--- config.mk ---
export PLATFORM = sky130hd
export DESIGN_NAME = matmul_uart_sequencer
export DESIGN_NICKNAME = d
export VERILOG_FILES = /design/src/rtl/matmul_uart_sequencer.sv
export SDC_FILE = /design/constraint.sdc
export NUM_CORES = 2
export LEC_CHECK = 0
export BUFFER_PORTS_ARGS = -buffer_cell sky130_fd_sc_hd__buf_4
export CAP_MARGIN = 20
export CORE_AREA = 2 2 309 311
export CTS_CLUSTER_DIAMETER = 30
export DETAILED_ROUTE_END_ITERATION = 10
export DIE_AREA = 0 0 311 313
export HOLD_SLACK_MARGIN = 0.1
export PLACE_DENSITY = 0.64
export REMOVE_ABC_BUFFERS = 1
export SYNTH_ARGS = -nofsm -noshare
export SYNTH_HDL_FRONTEND = slang
export SYNTH_SLANG_ARGS = --single-unit
export TNS_END_PERCENT = 100
--- constraint.sdc ---
create_clock -name i_clk -period 2.8 [get_ports i_clk]
set_input_delay 0.14 -clock i_clk [delete_from_list [all_inputs] [get_ports i_clk]]
set_output_delay 0.14 -clock i_clk [all_outputs]
set_load 0.02 [all_outputs]
--- src/rtl/matmul_uart_sequencer.sv ---
// Sequencer for the 4x4 systolic multiplier: loads A/B operand bytes from UART RX, starts the
// multiply, captures C and streams it out byte-wise. Optional load timeout: MATMUL_SEQ_TIMEOUT_EN.
module matmul_uart_sequencer #(
  parameter int unsigned N_DATA_BITS    = 8,
  parameter int unsigned RESULT_WIDTH   = 32,
  parameter int unsigned MUL_LATENCY    = 12,
  parameter int unsigned TIMEOUT_CYCLES = 1_000_000
) (
  input  logic                         i_clk,
  input  logic                         i_reset,
  input  logic [N_DATA_BITS-1:0]       i_rx_data,
  input  logic                         i_rx_valid,
  output logic [16*N_DATA_BITS-1:0]    o_mat_a,
  output logic [16*N_DATA_BITS-1:0]    o_mat_b,
  output logic                         o_mul_start,
  input  logic [16*RESULT_WIDTH-1:0]   i_result,
  output logic [N_DATA_BITS-1:0]       o_tx_data,
  output logic                         o_tx_valid,
  input  logic                         i_tx_ready,
  output logic                         o_busy,
  output logic                         o_overrun,
  output logic                         o_error
);

  localparam int unsigned MAT_W      = 16 * N_DATA_BITS;
  localparam int unsigned RES_W      = 16 * RESULT_WIDTH;
  localparam int unsigned SEND_BYTES = RES_W / N_DATA_BITS;
  localparam int unsigned SEND_W     = $clog2(SEND_BYTES);
  localparam int unsigned LAT_W      = (MUL_LATENCY > 1) ? $clog2(MUL_LATENCY) : 1;
  localparam int unsigned CNT_W      = 5;

  typedef enum logic [2:0] {
    S_LOAD_A,
    S_LOAD_B,
    S_START,
    S_WAIT,
    S_CAPTURE,
    S_SEND
  } state_t;

  state_t               state_q, state_nxt;
  logic [CNT_W-1:0]     cnt_q, cnt_nxt;
  logic [LAT_W-1:0]     lat_q, lat_nxt;
  logic [SEND_W-1:0]    send_q, send_nxt;
  logic [RES_W-1:0]     shreg_q, shreg_nxt;
  logic [N_DATA_BITS-1:0] mat_a_q [16];
  logic [N_DATA_BITS-1:0] mat_b_q [16];
  logic                 mul_start_q, tx_valid_q, busy_q, overrun_q;
  logic                 we_a_c, we_b_c, overrun_c, load_c, timeout_c;

  assign load_c = (state_q == S_LOAD_A) || (state_q == S_LOAD_B);

  // Next-state, counters and write enables
  always_comb begin
    state_nxt = state_q;
    cnt_nxt   = cnt_q;
    lat_nxt   = lat_q;
    send_nxt  = send_q;
    shreg_nxt = shreg_q;
    we_a_c    = 1'b0;
    we_b_c    = 1'b0;
    overrun_c = 1'b0;
    unique case (state_q)
      S_LOAD_A, S_LOAD_B: begin
        if (i_rx_valid) begin
          we_a_c  = (state_q == S_LOAD_A);
          we_b_c  = (state_q == S_LOAD_B);
          cnt_nxt = cnt_q + 1'b1;
          if (cnt_q == CNT_W'(15)) begin
            state_nxt = S_LOAD_B;
          end
          if (cnt_q == CNT_W'(31)) begin
            state_nxt = S_START;
            cnt_nxt   = '0;
          end
        end else if (timeout_c) begin
          state_nxt = S_LOAD_A;
          cnt_nxt   = '0;
        end
      end
      S_START: begin
        state_nxt = S_WAIT;
        lat_nxt   = '0;
      end
      S_WAIT: begin
        if (lat_q == LAT_W'(MUL_LATENCY - 1)) begin
          state_nxt = S_CAPTURE;
          lat_nxt   = '0;
        end else begin
          lat_nxt = lat_q + 1'b1;
        end
      end
      S_CAPTURE: begin
        shreg_nxt = i_result;
        send_nxt  = '0;
        state_nxt = S_SEND;
      end
      S_SEND: begin
        if (tx_valid_q && i_tx_ready) begin
          shreg_nxt = {shreg_q[RES_W-N_DATA_BITS-1:0], N_DATA_BITS'(0)};
          send_nxt  = send_q + 1'b1;
          if (send_q == SEND_W'(SEND_BYTES - 1)) begin
            state_nxt = S_LOAD_A;
          end
        end
      end
      default: begin
        state_nxt = S_LOAD_A;
        cnt_nxt   = '0;
      end
    endcase
    if (!load_c && i_rx_valid) begin
      overrun_c = 1'b1;
    end
  end

  always_ff @(posedge i_clk) begin
    if (i_reset) begin
      state_q     <= S_LOAD_A;
      cnt_q       <= '0;
      lat_q       <= '0;
      send_q      <= '0;
      shreg_q     <= '0;
      mul_start_q <= 1'b0;
      tx_valid_q  <= 1'b0;
      busy_q      <= 1'b0;
      overrun_q   <= 1'b0;
      for (int i = 0; i < 16; i++) begin
        mat_a_q[i] <= '0;
        mat_b_q[i] <= '0;
      end
    end else begin
      state_q     <= state_nxt;
      cnt_q       <= cnt_nxt;
      lat_q       <= lat_nxt;
      send_q      <= send_nxt;
      shreg_q     <= shreg_nxt;
      mul_start_q <= (state_nxt == S_START);
      tx_valid_q  <= (state_nxt == S_SEND);
      busy_q      <= !((state_nxt == S_LOAD_A) && (cnt_nxt == '0));
      overrun_q   <= overrun_c;
      if (we_a_c) begin
        mat_a_q[cnt_q[3:0]] <= i_rx_data;
      end
      if (we_b_c) begin
        mat_b_q[cnt_q[3:0]] <= i_rx_data;
      end
    end
  end

  // Slot 0 occupies the most significant byte of each matrix bus
  for (genvar g = 0; g < 16; g++) begin : g_pack
    assign o_mat_a[MAT_W-1-g*N_DATA_BITS -: N_DATA_BITS] = mat_a_q[g];
    assign o_mat_b[MAT_W-1-g*N_DATA_BITS -: N_DATA_BITS] = mat_b_q[g];
  end

  assign o_mul_start = mul_start_q;
  assign o_tx_valid  = tx_valid_q;
  assign o_tx_data   = shreg_q[RES_W-1 -: N_DATA_BITS];
  assign o_busy      = busy_q;
  assign o_overrun   = overrun_q;

`ifdef MATMUL_SEQ_TIMEOUT_EN
  localparam int unsigned IDLE_W = (TIMEOUT_CYCLES > 1) ? $clog2(TIMEOUT_CYCLES) : 1;

  logic [IDLE_W-1:0] idle_q;
  logic              error_q;

  // Abandon a partial load after TIMEOUT_CYCLES cycles without a byte
  assign timeout_c = load_c && (cnt_q != '0) && !i_rx_valid &&
                     (idle_q == IDLE_W'(TIMEOUT_CYCLES - 1));

  always_ff @(posedge i_clk) begin
    if (i_reset) begin
      idle_q  <= '0;
      error_q <= 1'b0;
    end else begin
      error_q <= timeout_c;
      if (!load_c || (cnt_q == '0) || i_rx_valid || timeout_c) begin
        idle_q <= '0;
      end else begin
        idle_q <= idle_q + 1'b1;
      end
    end
  end

  assign o_error = error_q;
`else
  logic unused_timeout;
  assign unused_timeout = ^32'(TIMEOUT_CYCLES);
  assign timeout_c      = 1'b0;
  assign o_error        = 1'b0;
`endif

endmodule
* Word-level counts from Yosys, hierarchy flattened *
Memory sizes are Yosys's and may differ from the RTL's.
Cells that the tools add are included.

cells by class
  add/sub/neg operators = 3
  reduce and logical (&&, ||, !) cells = 16
  bitwise logic cells = 0
  equality and inequality tests = 12
  $lt $le $gt $ge = 0
  multiplexer cells = 35
  div/mod/pow operators = 0
  shift operators = 0
  $mul = 0

operators with widths
  kind                 number
  $pmux 512 s2         1
  $mux 512             1
  $mux 3               6
  $mux 8               2
  $reduce_or 8->1      2
  $mux 1               15
  $pmux 3 s5           1
  $mux 4               3
  $pmux 6 s2           1
  $mux 5               2
  $pmux 5 s2           1
  $eq 3x2->1 const B   3
  $eq 3x3->1 const B   3
  $pmux 4 s2           1
  $add 6x1->6 const B  1
  $eq 6x6->1 const B   1
  $logic_not 3->1      2
  $mux 6               1
  $add 5x1->5 const B  1
  $eq 5x4->1 const B   1
  $eq 5x5->1 const B   1
  $logic_not 5->1      1
  $add 4x1->4 const B  1
  $eq 4x4->1 const B   1
  other kinds (9)      13

word-level totals
  output and inout port bits = 269
  bits in read-only memories = 0
  bits in latches = 0
  memories kept = 2
  memory bits (writable) = 256
  register bits after elaboration = 534

memories
  name     words  width  rd ports  clocked after memory_dff  wr ports  RTL line  RTL
  mat_a_q  16     8      16        0                         16        46        logic [N_DATA_BITS-1:0] mat_a_q [16];
  mat_b_q  16     8      16        0                         16        47        logic [N_DATA_BITS-1:0] mat_b_q [16];

* Logic depth before layout (Yosys ltp) *
  depth in word-level cells = 8
  depth in mapped cells = 9
  gate-level depth less buffers = 9

* Least setup slack after synthesis *
Ideal clock, no wire load.

  path kind = register -> register
  start = reg cnt_q[2]
  end = reg busy_q, in the netlist o_busy
  stages on the path, launching flop included = 9
  required time = 2.667 ns
  period minus slack after synthesis = 1.893 ns
  path slack = 0.907 ns
  library setup time = 0.133 ns
  path buffers = 1
  data arrival time = 1.760 ns
  path through = dfxtp_1 -> clkbuf_1 -> nand2_1 -> nor2_1 -> ha_1 -> and4b_1 -> a211oi_1 -> and3_1 -> a31oi_1

on the way
  cells in the longest elaborated chain, start to end = 8
  elaborated cells between the ends (all ways) = 14
  those cells by class = add/sub: 1; eq/ne: 2; mux: 7; reduce/logical: 4

ends and longest elaborated chain
  item                                                 RTL line  RTL
  start: declaration                                   42        logic [CNT_W-1:0] cnt_q, cnt_nxt;
  start signal: assignment                             134       cnt_q <= cnt_nxt;
  branches (longest 6 deep; another with $add 5x1->5)  n/a
  $logic_and 1x1->1 *                                  140       busy_q <= !((state_nxt == S_LOAD_A) && (cnt_nxt == '0));
  $logic_not 1->1 *                                    140
  end signal: assignment                               140
  end: declaration                                     48        logic mul_start_q, tx_valid_q, busy_q, overrun_q;

Mark *: on every way between the ends.
A chain may end at the register's enable or synchronous reset.

* Final worst setup path *
  start = reg state_q[1]
  end = reg shreg_q[412]

on the way
  cells in the longest elaborated chain, start to end = 3
  elaborated cells between the ends (all ways) = 6
  those cells by class = eq/ne: 3; mux: 1; reduce/logical: 2

ends and longest elaborated chain
  item                                                       RTL line  RTL
  start: declaration                                         41        state_t state_q, state_nxt;
  start signal: assignment                                   133       state_q <= state_nxt;
  $eq 3x3->1                                                 63        unique case (state_q)
  $ne 2x2->1 (no line) or $reduce_bool 2->1 (tied branches)  n/a
  $reduce_and 2->1 (no line)                                 n/a
  end signal: assignment                                     137       shreg_q <= shreg_nxt;
  end: declaration                                           45        logic [RES_W-1:0] shreg_q, shreg_nxt;

Several ways; a longest one is shown, not always the timed one.

==> results.json <==
{
  "status": "complete, no violations",
  "fmax_mhz": 384.5,
  "worst-path-max-fanout": 134,
  "vias": 31950,
  "worst_skew_pair.late_latency_ps": 740,
  "first_iter_violations": 2880,
  "slowest_delay_ps": 610,
  "netlist.area_leader.share": 0.3223,
  "hold_class": "in -> reg",
  "tightest_slew_ps": 1103,
  "p_total_w": 0.03564,
  "reg2reg_slack_ps": 200,
  "chipWidth_um": 311,
  "worstSetupPathType": "reg -> reg",
  "track_usage": 0.2324,
  "num_rows": 113,
  "finalSetupViolations": 0,
  "portBuffers": 791,
  "worstReg2RegStart": "state_q[1]",
  "peakVddDrop_mv": 0.4892,
  "layout_common_cells": "nand2_1 (1030), buf_4 (836), nor2_1 (565), dlygate4sd3_1 (543), dfxtp_1 (533)",
  "syn_inst": 3621,
  "busiest_layer": "met2",
  "cts_tree": "yes",
  "wl_per_cell_um": 18.77,
  "yosys_warnings": 0,
  "routabilityCongestion": 0.8379,
  "setup_tns_ps": 0,
  "die_y_um": 313,
  "finalHoldViolCount": 0,
  "grt_pass1_vias": 31730,
  "antenna_found_initial": 21,
  "syn_area_per_cell_um2": 9.160,
  "root_buffer": "clkbuf_16",
  "ys_top_cells_by_area": "dfxtp_1 (32%), edfxtp_1 (23%), a311oi_1 (13%), nand2_1 (12%), nor2_1 (6.4%)",
  "synth_cell_type_count": 43,
  "drtPass1Iterations": 6,
  "syn-cell-area_um2": 33170,
  "htree_levels": 4,
  "grt_overflow": 0,
  "post-place-ws_ps": 433.3,
  "end_kind": "flip-flop",
  "critPathBufInv": 3,
  "io_pins": 793,
  "crit_chain": "buf_4 -> nor2b_4 -> nand2_4 -> buf_16 -> nand2_1 -> a311oi_1 -> dlygate4sd3_1",
  "ff2ff_path_depth": 7,
  "final_util": 0.5472,
  "cts_buffers": 170,
  "synth.largest_area_cell": "dfxtp_1",
  "grt_max_degree": 200,
  "power_leakage_nw": 20.40,
  "cts.sinks": 790,
  "rsz0062_at_grt": "false",
  "clock_path_buffers": 3,
  "area_delta_synth_final_pct": 55.33,
  "slew_violations": 0,
  "yosysSeqAreaShare": 0.5541,
  "drive_gt1_frac": 0.2438,
  "required_ps": 3450,
  "crit_arrival_ps": 3250,
  "hold_depth": 4,
  "grt_use_met2": 0.3916,
  "grtUsageMet1": 0.2732,
  "drc": 0,
  "initial_utilization": 0.3523,
  "dp_hpwl_um": 72300,
  "min_to": "shreg_q[7]",
  "clkTransAtPathRegs_ps": 50,
  "relSlewSlack": 0.2647,
  "finalNetCount": 5396,
  "critPathLaunchType": "flip-flop",
  "via_per_inst": 5.084,
  "finClkSkew_ps": 33.14,
  "drv_cap": 0,
  "fin_crit_ps": 2601,
  "drtAntennaViolNets": 0,
  "final_common_cell": "nand2_1",
  "drt-total-wl_um": 118000,
  "die_area_um2": 97340,
  "powerDensity_nw_per_um2": 691.7,
  "worstHoldStart": "i_result[7]",
  "timing.final.crit_share": 0.9289,
  "critPathSlowestCell": "dlygate4sd3_1",
  "grt_pass1_wl_um": 178800,
  "ys_ff_latch": 790,
  "crit_family": "buffers and inverters",
  "use_met3": 0.05425,
  "layout_setup_ws_ps": 199.1,
  "fp.coreArea_um2": 94160,
  "r2r_end": "shreg_q[412]"
}
==> report_power, final <==
group / total [W] / switching [W] / internal (W)
registers: 0.0120 / 0.0000577 / 0.0120
clock network: 0.0213 / 0.00673 / 0.0146
logic: 0.00230 / 0.00107 / 0.00122
==> stage by stage <==
step                      area [µm²]  hold slack (ps)  cells
after floorplan                31470            207.9   3287
after global placement         39850            380.3   5412
after detailed placement       39850            384.3   5412
after CTS                      51450            124.8   6263
after global routing           51520            162.1   6283
final                          51520            190.8   6284
==> sequential cells by signal, indices dropped and copies added, names as in the netlist <==
register     cells
cnt_q            5
lat_q            4
mat_a_q        128
mat_b_q        128
o_busy           1
o_mul_start      1
o_overrun        1
o_tx_valid       1
send_q           6
shreg_q        512
state_q          3
==> how the worst max path moves through the flow <==
stage	from	endpoint	slack, ps	cells past startpoint
after floorplan	state_q[0]	shreg_q[318]	-20940	2
after global placement	cnt_q[2]	o_busy	500	7
after detailed placement	state_q[2]	shreg_q[301]	430	5
after CTS	state_q[2]	shreg_q[402]	20	7
after global routing	state_q[1]	shreg_q[437]	30	7
final	state_q[1]	shreg_q[412]	200	7
==> cells in the mapped netlist, drive strengths merged <==
library cell,number
nor2b,8
nor4,2
ha,8
a311oi,504
and4b,1
edfxtp,256
o32a,2
dfxtp,534
clkbuf,137
nand3,6
nand2,1031
a211oi,2
and3,5
or3,1
o21ai,7
nand2b,7
a31oi,2
inv,5
a21oi,11
and3b,2
or4b,1
nand4,4
nor2,565
mux2,1
o41a,1
nor3,11
and2,258
a22oi,9
xor2,4
or2,33
conb,1
nor4b,1
o211ai,1
o21a,2
nor3b,1
buf,197
==> area by class of cell <==
type	count	area, µm²
Inverter	5	18.77
Sequential cell	790	18380
Antenna cell	19	47.55
Clock buffer	205	4713
Multi-Input combinational cell	2492	13090
Tap cell	1265	1583
Timing Repair Buffer	1405	12230
Clock inverter	103	1456
Fill cell	7842	42640
==> timing repair <==
item | 4_1_cts | 5_1_grt
setup endpoints to repair | 0 | 16
hold buffers | 543 | 0
setup buffers | 0 | 2
gates resized for setup | 0 | 2
hold endpoints to repair | 806 | 0
==> layer usage <==
metal | up-vias | part of all wire
met1 | 15150 | 0.40
li1 | 15120 | -
met2 | 1338 | 0.49
met5 | - | 0.000068
met3 | 338 | 0.066
met4 | 2 | 0.047
==> cells by family (layout without fill, tap and decap cells) <==
family,count (synthesis),count (layout),share of synthesized area
AO/OA/AOI/OAI,541,541,0.1442
XOR/XNOR,4,4,0.001056
adder cells (fa/ha/maj),8,8,0.003018
buffers and inverters,339,1718,0.05183
flip-flops,790,790,0.5541
multiplexers,1,1,0.0003395
other,1,20,0.0001131
AND/OR/NAND/NOR,1937,1937,0.2454
==> worst register-to-register path, cell delays in order (launching register included) <==
cell and delay [ps]:
dfxtp_1 500, buf_4 240, nor2b_4 80, nand2_4 170, buf_16 390, nand2_1 250
a311oi_1 300, dlygate4sd3_1 610
Power figures use the tool's default switching activity.
